## src/rtl/hop_pkg.sv

```systemverilog
`default_nettype none
// ============================================================================
// Module   : hop_pkg
// Brief    : Shared HOP word layout and transmitter state encoding.
// Revision : 1.0
// ============================================================================
package hop_pkg;

    localparam int HOP_W = 26;

    // Field positions within the HOP word (LSB index, width)
    localparam int HOP_IA_LSB   = 0;
    localparam int HOP_IA_W     = 14;
    localparam int HOP_IS_LSB   = 14;
    localparam int HOP_IS_W     = 2;
    localparam int HOP_SYL_LSB  = 16;
    localparam int HOP_SYL_W    = 2;
    localparam int HOP_IM_LSB   = 18;
    localparam int HOP_IM_W     = 2;
    localparam int HOP_DS_LSB   = 20;
    localparam int HOP_DS_W     = 2;
    localparam int HOP_DM_LSB   = 22;
    localparam int HOP_DM_W     = 2;
    localparam int HOP_DUPI_BIT = 24;
    localparam int HOP_DUPD_BIT = 25;

    typedef enum logic [1:0] {
        ST_IDLE  = 2'd0,
        ST_ARMED = 2'd1,
        ST_SHIFT = 2'd2,
        ST_PAR   = 2'd3
    } hop_state_e;

endpackage
`default_nettype wire

```

## src/rtl/hop_bit_timer.sv

```systemverilog
`default_nettype none
// ============================================================================
// Module   : hop_bit_timer
// Brief    : Qualifies bit strobes / word sync and counts emitted data bits.
// Revision : 1.0
// ============================================================================
module hop_bit_timer #(
    parameter int WORD_W = 26
) (
    input  logic CLK,
    input  logic RSTN,
    input  logic BIT_STB,
    input  logic SYNC,
    input  logic clr_i,
    input  logic start_i,
    input  logic adv_i,
    output logic stb_o,
    output logic sync_stb_o,
    output logic last_o
);
    localparam int                CNT_W    = $clog2(WORD_W + 1);
    localparam logic [CNT_W-1:0] LAST_CNT = CNT_W'(WORD_W);

    logic [CNT_W-1:0] count_q;

    always_ff @(posedge CLK or negedge RSTN) begin
        if (!RSTN) begin
            count_q <= '0;
        end else if (clr_i) begin
            count_q <= '0;
        end else if (start_i) begin
            count_q <= CNT_W'(1);
        end else if (adv_i) begin
            count_q <= count_q + CNT_W'(1);
        end
    end

    assign stb_o      = BIT_STB;
    assign sync_stb_o = BIT_STB & SYNC;
    assign last_o     = (count_q == LAST_CNT);

endmodule
`default_nettype wire

```

## src/rtl/hop_const_ser_tx.sv

```systemverilog
`default_nettype none
// ============================================================================
// Module   : hop_const_ser_tx
// Brief    : LSB-first serial transmitter for the HOP word with odd parity.
// Revision : 1.0
// ============================================================================
module hop_const_ser_tx
    import hop_pkg::*;
#(
    parameter int WORD_W    = HOP_W,
    parameter bit PARITY_EN = 1'b1
) (
    input  logic              CLK,
    input  logic              RSTN,
    input  logic [WORD_W-1:0] HOP_IN,
    input  logic              HOP_VALID,
    output logic              HOP_READY,
    input  logic              BIT_STB,
    input  logic              SYNC,
    output logic              HOPS,
    output logic              HOPV,
    output logic              DONE,
    output logic              SYNC_ERR
);
    hop_state_e        state_q;
    logic [WORD_W-1:0] sreg_q;
    logic              par_q;
    logic              ready_q;
    logic              hops_q;
    logic              hopv_q;
    logic              done_q;
    logic              serr_q;

    logic w_stb;
    logic w_sync_stb;
    logic w_last;
    logic w_accept;
    logic w_start;
    logic w_adv;

    assign w_accept = (state_q == ST_IDLE) && ready_q && HOP_VALID;
    assign w_start  = (state_q == ST_ARMED) && w_sync_stb;
    assign w_adv    = (state_q == ST_SHIFT) && w_stb && !w_last;

    hop_bit_timer #(
        .WORD_W (WORD_W)
    ) u_timer (
        .CLK        (CLK),
        .RSTN       (RSTN),
        .BIT_STB    (BIT_STB),
        .SYNC       (SYNC),
        .clr_i      (w_accept),
        .start_i    (w_start),
        .adv_i      (w_adv),
        .stb_o      (w_stb),
        .sync_stb_o (w_sync_stb),
        .last_o     (w_last)
    );

    // The shift register moves right after each emitted bit, so sreg_q[0]
    // is always the next data bit to put on the wire.
    always_ff @(posedge CLK or negedge RSTN) begin
        if (!RSTN) begin
            state_q <= ST_IDLE;
            sreg_q  <= '0;
            par_q   <= 1'b0;
            ready_q <= 1'b1;
            hops_q  <= 1'b0;
            hopv_q  <= 1'b0;
            done_q  <= 1'b0;
            serr_q  <= 1'b0;
        end else begin
            done_q <= 1'b0;
            case (state_q)
                ST_IDLE: begin
                    if (w_accept) begin
                        sreg_q  <= HOP_IN;
                        par_q   <= ~^HOP_IN;
                        serr_q  <= 1'b0;
                        ready_q <= 1'b0;
                        state_q <= ST_ARMED;
                    end else begin
                        ready_q <= 1'b1;
                    end
                end
                ST_ARMED: begin
                    if (w_sync_stb) begin
                        hops_q  <= sreg_q[0];
                        hopv_q  <= 1'b1;
                        sreg_q  <= sreg_q >> 1;
                        state_q <= ST_SHIFT;
                    end
                end
                ST_SHIFT: begin
                    if (w_stb) begin
                        if (!w_last) begin
                            hops_q <= sreg_q[0];
                            sreg_q <= sreg_q >> 1;
                            if (w_sync_stb) begin
                                serr_q <= 1'b1;
                            end
                        end else if (PARITY_EN) begin
                            hops_q  <= par_q;
                            state_q <= ST_PAR;
                        end else begin
                            hops_q  <= 1'b0;
                            hopv_q  <= 1'b0;
                            done_q  <= 1'b1;
                            state_q <= ST_IDLE;
                        end
                    end
                end
                ST_PAR: begin
                    if (w_stb) begin
                        hops_q  <= 1'b0;
                        hopv_q  <= 1'b0;
                        done_q  <= 1'b1;
                        state_q <= ST_IDLE;
                    end
                end
                default: state_q <= ST_IDLE;
            endcase
        end
    end

    assign HOP_READY = ready_q;
    assign HOPS      = hops_q;
    assign HOPV      = hopv_q;
    assign DONE      = done_q;
    assign SYNC_ERR  = serr_q;

endmodule
`default_nettype wire
```

## config.mk

```make
export PLATFORM = sky130hd
export DESIGN_NAME = hop_const_ser_tx
export DESIGN_NICKNAME = d
export VERILOG_FILES = /design/src/rtl/hop_pkg.sv /design/src/rtl/hop_bit_timer.sv /design/src/rtl/hop_const_ser_tx.sv
export SDC_FILE = /design/constraint.sdc
export NUM_CORES = 1
export LEC_CHECK = 0
export CAP_MARGIN = 40
export CORE_MARGIN = 5
export CORE_UTILIZATION = 48
export CTS_CLUSTER_SIZE = 12
export DETAILED_ROUTE_END_ITERATION = 10
export GPL_TIMING_DRIVEN = 0
export PLACE_DENSITY = 0.83
export SLEW_MARGIN = 40
export SYNTH_ARGS = -nofsm -noshare
export SYNTH_HDL_FRONTEND = slang
export SYNTH_HIERARCHICAL = 1
export SYNTH_SLANG_ARGS = --single-unit
```

## constraint.sdc

```tcl
create_clock -name CLK -period 1.7 [get_ports CLK]
set_clock_uncertainty 0.1 [all_clocks]
set_input_delay 0.34 -clock CLK [delete_from_list [all_inputs] [get_ports CLK]]
set_output_delay 0.34 -clock CLK [all_outputs]
set_load 0.05 [all_outputs]
```

==> results of run 1 <==
[layer usage]
layer | vias to the layer above | global-route usage, % | part of all wire, %
met4 | 0 | 6.014 | 2.2
li1 | 842 | - | -
met3 | 10 | 4.801 | 3.8
met1 | 864 | 22.90 | 43
met2 | 34 | 28.20 | 51
met5 | - | 0 | 0
[repair_timing]
action | in CTS | in global routing
hold buffers | 1 | 0
hold endpoints to repair | 38 | 0
resized for setup | 106 | 35
cloned | 3 | 0
endpoints found under the setup margin | 38 | 36
pin swaps | 33 | 19
buffers inserted | 9 | 2
[registers in the layout, summed over array words and instances, names as in the netlist]
signal,cells
sreg_q,26
u_timer/count_q,5
state_q,2
DONE,1
HOPS,1
HOPV,1
HOP_READY,1
SYNC_ERR,1
par_q,1
[path summary, 6_finish.rpt]
check,from,to,cells after the start
worst max register to register,state_q[1],sreg_q[23],9
worst min-delay path,HOP_IN[21],sreg_q[21],3
max in group asynchronous,RSTN,HOP_READY,2
min in group asynchronous,RSTN,u_timer/count_q[4],2
worst min register to register,sreg_q[21],sreg_q[21],2
worst max-delay path,state_q[1],sreg_q[23],9
[cell usage after synthesis, drive strengths merged, types with 2 or more instances]
cell type   n  area [sq um]
a21oi       6         30.03
and2        4         25.02
buf         7         37.54
clkbuf      2         7.510
dfrtp      38         950.9
ha          8         100.1
inv         5         18.77
mux2        3         33.78
mux2i      25         250.2
nand2      30         112.6
nand2b      4         25.02
nand4       2         12.51
nor2        7         26.28
nor3        3         15.01
nor3b       2         15.01
o21ai      30         150.1
xnor2      21         191.4
xnor3       2         45.04
[cell families after synthesis]
group           after synthesis
simple gates                 59
compound gates               41
flops                        39
mux                          28
xor+xnor                     24
buf+inv                      14
fa+ha+maj                     8
[through the flow]
step / setup WS [ps] / instances
after floorplan: -38.21 / 213
after global placement: -757.9 / 300
after detailed placement: -482.7 / 300
after CTS: -56.48 / 321
after global routing: -202.4 / 323
final: -110.6 / 323
[worst max-delay path: stages (launching register included)]
cell	delay, ps
dfrtp_1	420
inv_2	90
ha_4	180
a21boi_2	180
a21oi_2	170
nand4b_1	130
buf_6	180
buf_6	150
nand2_1	70
o21ai_2	50
[final cells by class]
class | instances | area share (%)
plain buffers | 9 | 3.170
multi-input cells | 160 | 45.00
clock inverters | 2 | 0.4117
repair buffers | 50 | 14.12
inverters | 5 | 0.6175
flip-flops and latches | 39 | 32.15
well taps | 52 | 2.141
clock buffers | 6 | 2.388
[power groups by stage]
stage / sequential [mW] / combinational, mW / clock (mW)
after floorplan: 1.73 / 2.06 / 0
after global placement: 1.62 / 2.75 / 0
after detailed placement: 1.64 / 2.84 / 0
after CTS: 1.62 / 3.71 / 0.629
after global routing: 1.70 / 4.28 / 0.666
final: 1.65 / 3.97 / 0.627
==> results.md, run 1 <==
- Setup Viol. Count Final: 30
- Critical Path RT: 1800 ps
- Seq pwr share: 26.4%
- F_max: roughly 550 MHz
- Asr flop ratio synth: between 90% and 100%
- Total wire length after detailed routing: approximately 5400 um
- Register area share after synthesis: approximately 45%
- Post-synthesis adder-cell area fraction: 4.603%
- Endpoint class of the critical path: flip-flop
- Post-Syn Area: roughly 2200 sq um
- Most common cell after layout, fill and taps aside: dfrtp_1
- FF/Latch Area: 977.2 sq um
- Clock-pin slew on the worst setup and hold paths: approximately 80 ps
- GRT overflow: 0
- DR iter-0 viols: slightly below 90
- First-pass GRT wire length: roughly 8500 um
- Syn nets: roughly 250
- Post-Synth XOR/XNOR Area: 11.28%
- Die X: 77.31 um
- Final min period: between 1500 and 2000 ps
- Count of cell types in the netlist: 36
- Crit share post-route: 106.5%
- Via count: 1750
- CTS tree: built
- Maximum vdd ir drop: 0.9817 mV
- Setup TNS: -2698 ps
- Cells after synthesis: roughly 210
- Worst slew pin tran: 497.1 ps
- Clock power share: about 10%
- Routed len/inst: roughly 17 um
- Cell internal pwr: approximately 3.6 mW
- Final Hold Violating Endpoints: 0
- Arr. time, crit path: 1910 ps
- Core box area: 4384 sq um
- Failing checks: negative setup slack
- # port buffers: 35
- First drt pass iteration count: 4
- Max-cap viol count: 0
- Detailed Place HPWL: approximately 3200 um
- Root Buffer: clkbuf_8
- Synth Area in Compound Gates: about a tenth
- Largest net degree at the start of global routing: 40
- HP Class: input port to flip-flop
- Post-synthesis mux area share: a little over an eighth
- Power Total: around 6.2 mW
- Total CTS buffers: 5
- Placed cell areas: about 2600 sq um
- Top fanout value on the critical path: 10
- Filler cell count: 311
- Area Overhead vs Synth: 39.76%
- Max transition margin: between 60% and 70%
- Ys Warns: 6
- Outcome: finished with violations
- Number of global-route vias before repair: roughly 1800
- Ratio of cells with drive above 1 in the final layout: 37.27%
- Design Area, Final: roughly 3000 sq um
- Leak pwr: 1.461 nW
- Unrepaired setup endpoints after global routing: yes
- Antenna-violating nets left: 0
- Synth Register Bits: 39
- CP Launch Type: flip-flop
- Multi-input gate area: roughly 1400 sq um
- Most used cells in the layout excluding fill and tap cells: dfrtp_1, mux2i_1, nand2_1, o21ai_1
- Max-slew violation count: 0
- Util after Layout: approximately 69%
- Starting Density: between 40% and 50%
- Post-synth EDFFs: 0
- Final #Nets: just over 300
- Clk_lat worst skew: ~300 ps
- Die Span Y: approximately 77 um
- Die footprint: 5977 sq um
- Register-to-register setup slack: -110 ps
- Drt drc: 0
- Power Dens Cells: approximately 2100 nW/um^2
- H-tree depth: 2
- Sw frac: 42.85%
- Synth Area in Simple Gates: approximately an eighth
- Post-synth top flop: dfrtp_1
- Gate power share: ~64%
- Crit Path Category: flip-flop to flip-flop
- Clock buffer depth: 2
- Worst setup margin: -110.6 ps
- CTS Sinks: 39
- # rows: 24
- RePlAce Congestion: between 0.7 and 0.8
- ANT cells: 0
- Syn Area/Cell: 10.21 sq um
- Hold slack: approximately 270 ps
- Antenna violations before repair: 0
- Largest family of logic cells by synthesized area: multiplexers
- Vias per Instance: 5.418
- I/O pin count: 36
- GRT Util Overall: 17.57%
- Net switching power: roughly 2.7 mW
Note: power is estimated with default switching activity, not from simulation.
==> inputs of run 2 (changes only) <==
--- a/config.mk
+++ b/config.mk
@@ -12,6 +12,7 @@
 export DETAILED_ROUTE_END_ITERATION = 10
 export GPL_TIMING_DRIVEN = 0
 export PLACE_DENSITY = 0.83
+export REMOVE_ABC_BUFFERS = 1
 export SLEW_MARGIN = 40
 export SYNTH_ARGS = -nofsm -noshare
 export SYNTH_HDL_FRONTEND = slang
==> constraint.sdc (replaced) <==
create_clock -name CLK -period 1.7 [get_ports CLK]
set_clock_uncertainty 0.1 [all_clocks]
set_input_delay 0.17 -clock CLK [delete_from_list [all_inputs] [get_ports CLK]]
set_output_delay 0.17 -clock CLK [all_outputs]
set_load 0.05 [all_outputs]
==> run 2 against run 1 <==
Net effect:
- the flow still finishes with violations (negative setup slack)
- global-route usage is 0.55 points higher
- first-iteration DRC count is 45% lower
- design area is 6.5% higher
- fmax is 4.2% lower
- core utilization is 4.5 points higher
- via count is 1.0% higher
- clock power is 33% higher
- sequential power is 4% higher
- register-to-register slack worse by 80 ps
- worst setup slack worse by 79 ps
- critical endpoint is now sreg_q[6]
- largest cell class unchanged
==> results.md, run 2 (synthesized netlist as in run 1, its figures left out) <==
- Die X: 77.31 um (unchanged)
- CP Launch Type: flip-flop (unchanged)
- Die footprint: 5977 sq um (unchanged)
- GRT Util Overall: 18.12% (was 17.57%)
- Arr. time, crit path: 1980 ps (was 1910 ps)
- Clk_lat worst skew: 300 ps (about the same)
- Clock-pin slew on the worst setup and hold paths: 90 ps (was 80 ps)
- M3 GR Usage: 3.044% (was 4.801%)
- Vias per Instance: 5.390 (was 5.418)
- Registers with the most flip-flops: sreg_q (26), u_timer/count_q (5), state_q (2) (unchanged)
- Failing checks: negative setup slack (unchanged)
- DR iter-0 viols: 48 (was 87)
- Core box area: 4384 sq um (unchanged)
- # port buffers: 35 (unchanged)
- Via count: 1768 (was 1750)
- Drt drc: 0 (unchanged)
- Filler cell count: 305 (was 311)
- Worst slew pin tran: 502.6 ps (was 497.1 ps)
- Routed len/inst: 17.57 um (was 16.65 um)
- Top fanout value on the critical path: 7 (was 10)
- Total CTS buffers: 5 (unchanged)
- CTS Sinks: 39 (unchanged)
- Leak pwr: 1.489 nW (was 1.461 nW)
- CTS tree: built (unchanged)
- Most used routing layer: met2 (unchanged)
- Starting Density: 49.60% (unchanged)
- Max-cap viol count: 0 (unchanged)
- ANT cells: 0 (unchanged)
- Ratio of cells with drive above 1 in the final layout: 35.14% (was 37.27%)
- Clock buffer depth: 2 (unchanged)
- Crit Path Category: flip-flop to flip-flop (unchanged)
- Die Span Y: 77.31 um (unchanged)
- M2 GR Usage: 30.81% (was 28.20%)
- Util after Layout: 73.83% (was 69.32%)
- First-pass GRT wire length: 8687 um (was 8473 um)
- Final #Nets: 314 (was 309)
- F_max: 529.4 MHz (was 552.3 MHz)
- I/O pin count: 36 (unchanged)
- Area Overhead vs Synth: 48.85% (was 39.76%)
- Final Hold Violating Endpoints: 0 (unchanged)
- Design Area, Final: 3237 sq um (was 3039 sq um)
- Placed cell areas: 2571 sq um (was 2634 sq um)
- Max reg flops: 26 (unchanged)
- Largest net degree at the start of global routing: 40 (unchanged)
- Number of global-route vias before repair: 1781 (was 1799)
- Critical Path RT: 1790 ps (was 1800 ps)
- # rows: 24 (unchanged)
- Endpoint class of the critical path: flip-flop (unchanged)
- Power Total: 7.239 mW (was 6.248 mW)
- Root Buffer: clkbuf_8 (unchanged)
- Power Dens Cells: 2237 nW/um^2 (was 2056 nW/um^2)
- Final min period: 1889 ps (was 1811 ps)
- Unrepaired setup endpoints after global routing: yes (unchanged)
- Antenna-violating nets left: 0 (unchanged)
- Total wire length after detailed routing: 5763 um (was 5377 um)
- Outcome: finished with violations (unchanged)
- Max transition margin: 66.44% (was 66.86%)
- First drt pass iteration count: 4 (unchanged)
- Crit share post-route: 111.1% (was 106.5%)
- Multi-input gate area: 1366 sq um (was 1368 sq um)
- Most common cell after layout, fill and taps aside: dfrtp_1 (unchanged)
- Setup Viol. Count Final: 35 (was 30)
- M1 GR Usage: 22.67% (was 22.90%)
- H-tree depth: 2 (unchanged)
- Maximum vdd ir drop: 1.208 mV (was 0.9817 mV)
- Biggest register: sreg_q (unchanged)
- HP Class: input port to asynchronous set/reset pin (was input port to flip-flop)
- Most used cells in the layout excluding fill and tap cells: dfrtp_1, clkdlybuf4s50_1, mux2i_1 (was dfrtp_1, mux2i_1, nand2_1, o21ai_1)
- Antenna violations before repair: 0 (unchanged)
- RePlAce Congestion: 0.7794 (was 0.7934)
- Max-slew violation count: 0 (unchanged)
- GRT overflow: 0 (unchanged)
- Worst setup margin: -189.1 ps (was -110.6 ps)
- Detailed Place HPWL: 2994 um (was 3217 um)
- FF/Latch Area: 977.2 sq um (unchanged)
[run 2: cell types whose count changed in the layout (fill, tap and decap cells not counted), sizes merged]
cell	previous run	this run
dlymetal6s2s	4	1
clkdlybuf4s50	8	29
dlygate4sd2	9	3
clkinvlp	1	0
buf	25	29
clkbuf	16	6
clkdlybuf4s18	1	0
bufinv	0	1
[run 2: worst paths after layout]
| kind | from | endpoint | slack [ps] | cells past startpoint |
|---|---|---|---|---|
| min | RSTN | SYNC_ERR | 280 | 2 |
| min reg2reg | sreg_q[7] | sreg_q[7] | 400 | 2 |
| max in group asynchronous | RSTN | HOP_READY | 870 | 2 |
| min in group CLK | sreg_q[7] | sreg_q[7] | 400 | 2 |
| max | u_timer/count_q[1] | sreg_q[6] | -190 | 8 |
| max reg2reg | u_timer/count_q[1] | sreg_q[6] | -190 | 8 |
[run 2: cell type report]
cell class                 instances  area share, %
inverter                           5         0.5798
clock buffer                       6          2.551
multi-input combinational        160          42.21
sequential                        39          30.19
timing repair buffer              64          21.38
tap                               52          2.010
clock inverter                     2          1.082
[run 2: critical path: stages (launching register included)]
cell and delay [ps]:
dfrtp_1 400, ha_2 180, and4b_2 230, a21oi_2 140, nand4b_1 220, buf_6 240, buf_8 150, nand2_2 70
o21ai_2 50
[run 2: metal layers]
layer,vias to the layer above,routed length [um]
met3,9,266
met1,865,2265
li1,848,-
met5,-,0
met4,0,98
met2,46,3132
[run 2: what timing repair did]
| item | CTS | global route |
|---|---|---|
| buffers inserted | 13 | 9 |
| cloned | 5 | 0 |
| gates resized for setup | 77 | 37 |
| setup endpoints to repair | 37 | 37 |
| pin swaps | 31 | 7 |
| hold buffers | 1 | 0 |
| hold endpoints to repair | 38 | 0 |
[run 2: report_power, final]
part | internal (mW) | switching, mW | leakage (nW) | total (mW)
sequential | 1.38 | 0.340 | 0.486 | 1.72
combinational | 2.38 | 2.31 | 0.942 | 4.69
clock | 0.476 | 0.359 | 0.0612 | 0.835
[run 2: through the flow]
step                      setup TNS (ps)  instances  hold WS, ps  setup slack (ps)
final                              -4813        328        277.7            -189.1
after global routing               -7945        328        327.9            -331.3
after CTS                          -2835        321        294.5            -129.4
after detailed placement          -14510        294        78.13            -708.4
after global placement            -63560        291        361.5             -1529
after floorplan                   -23990        204       -225.6            -911.3
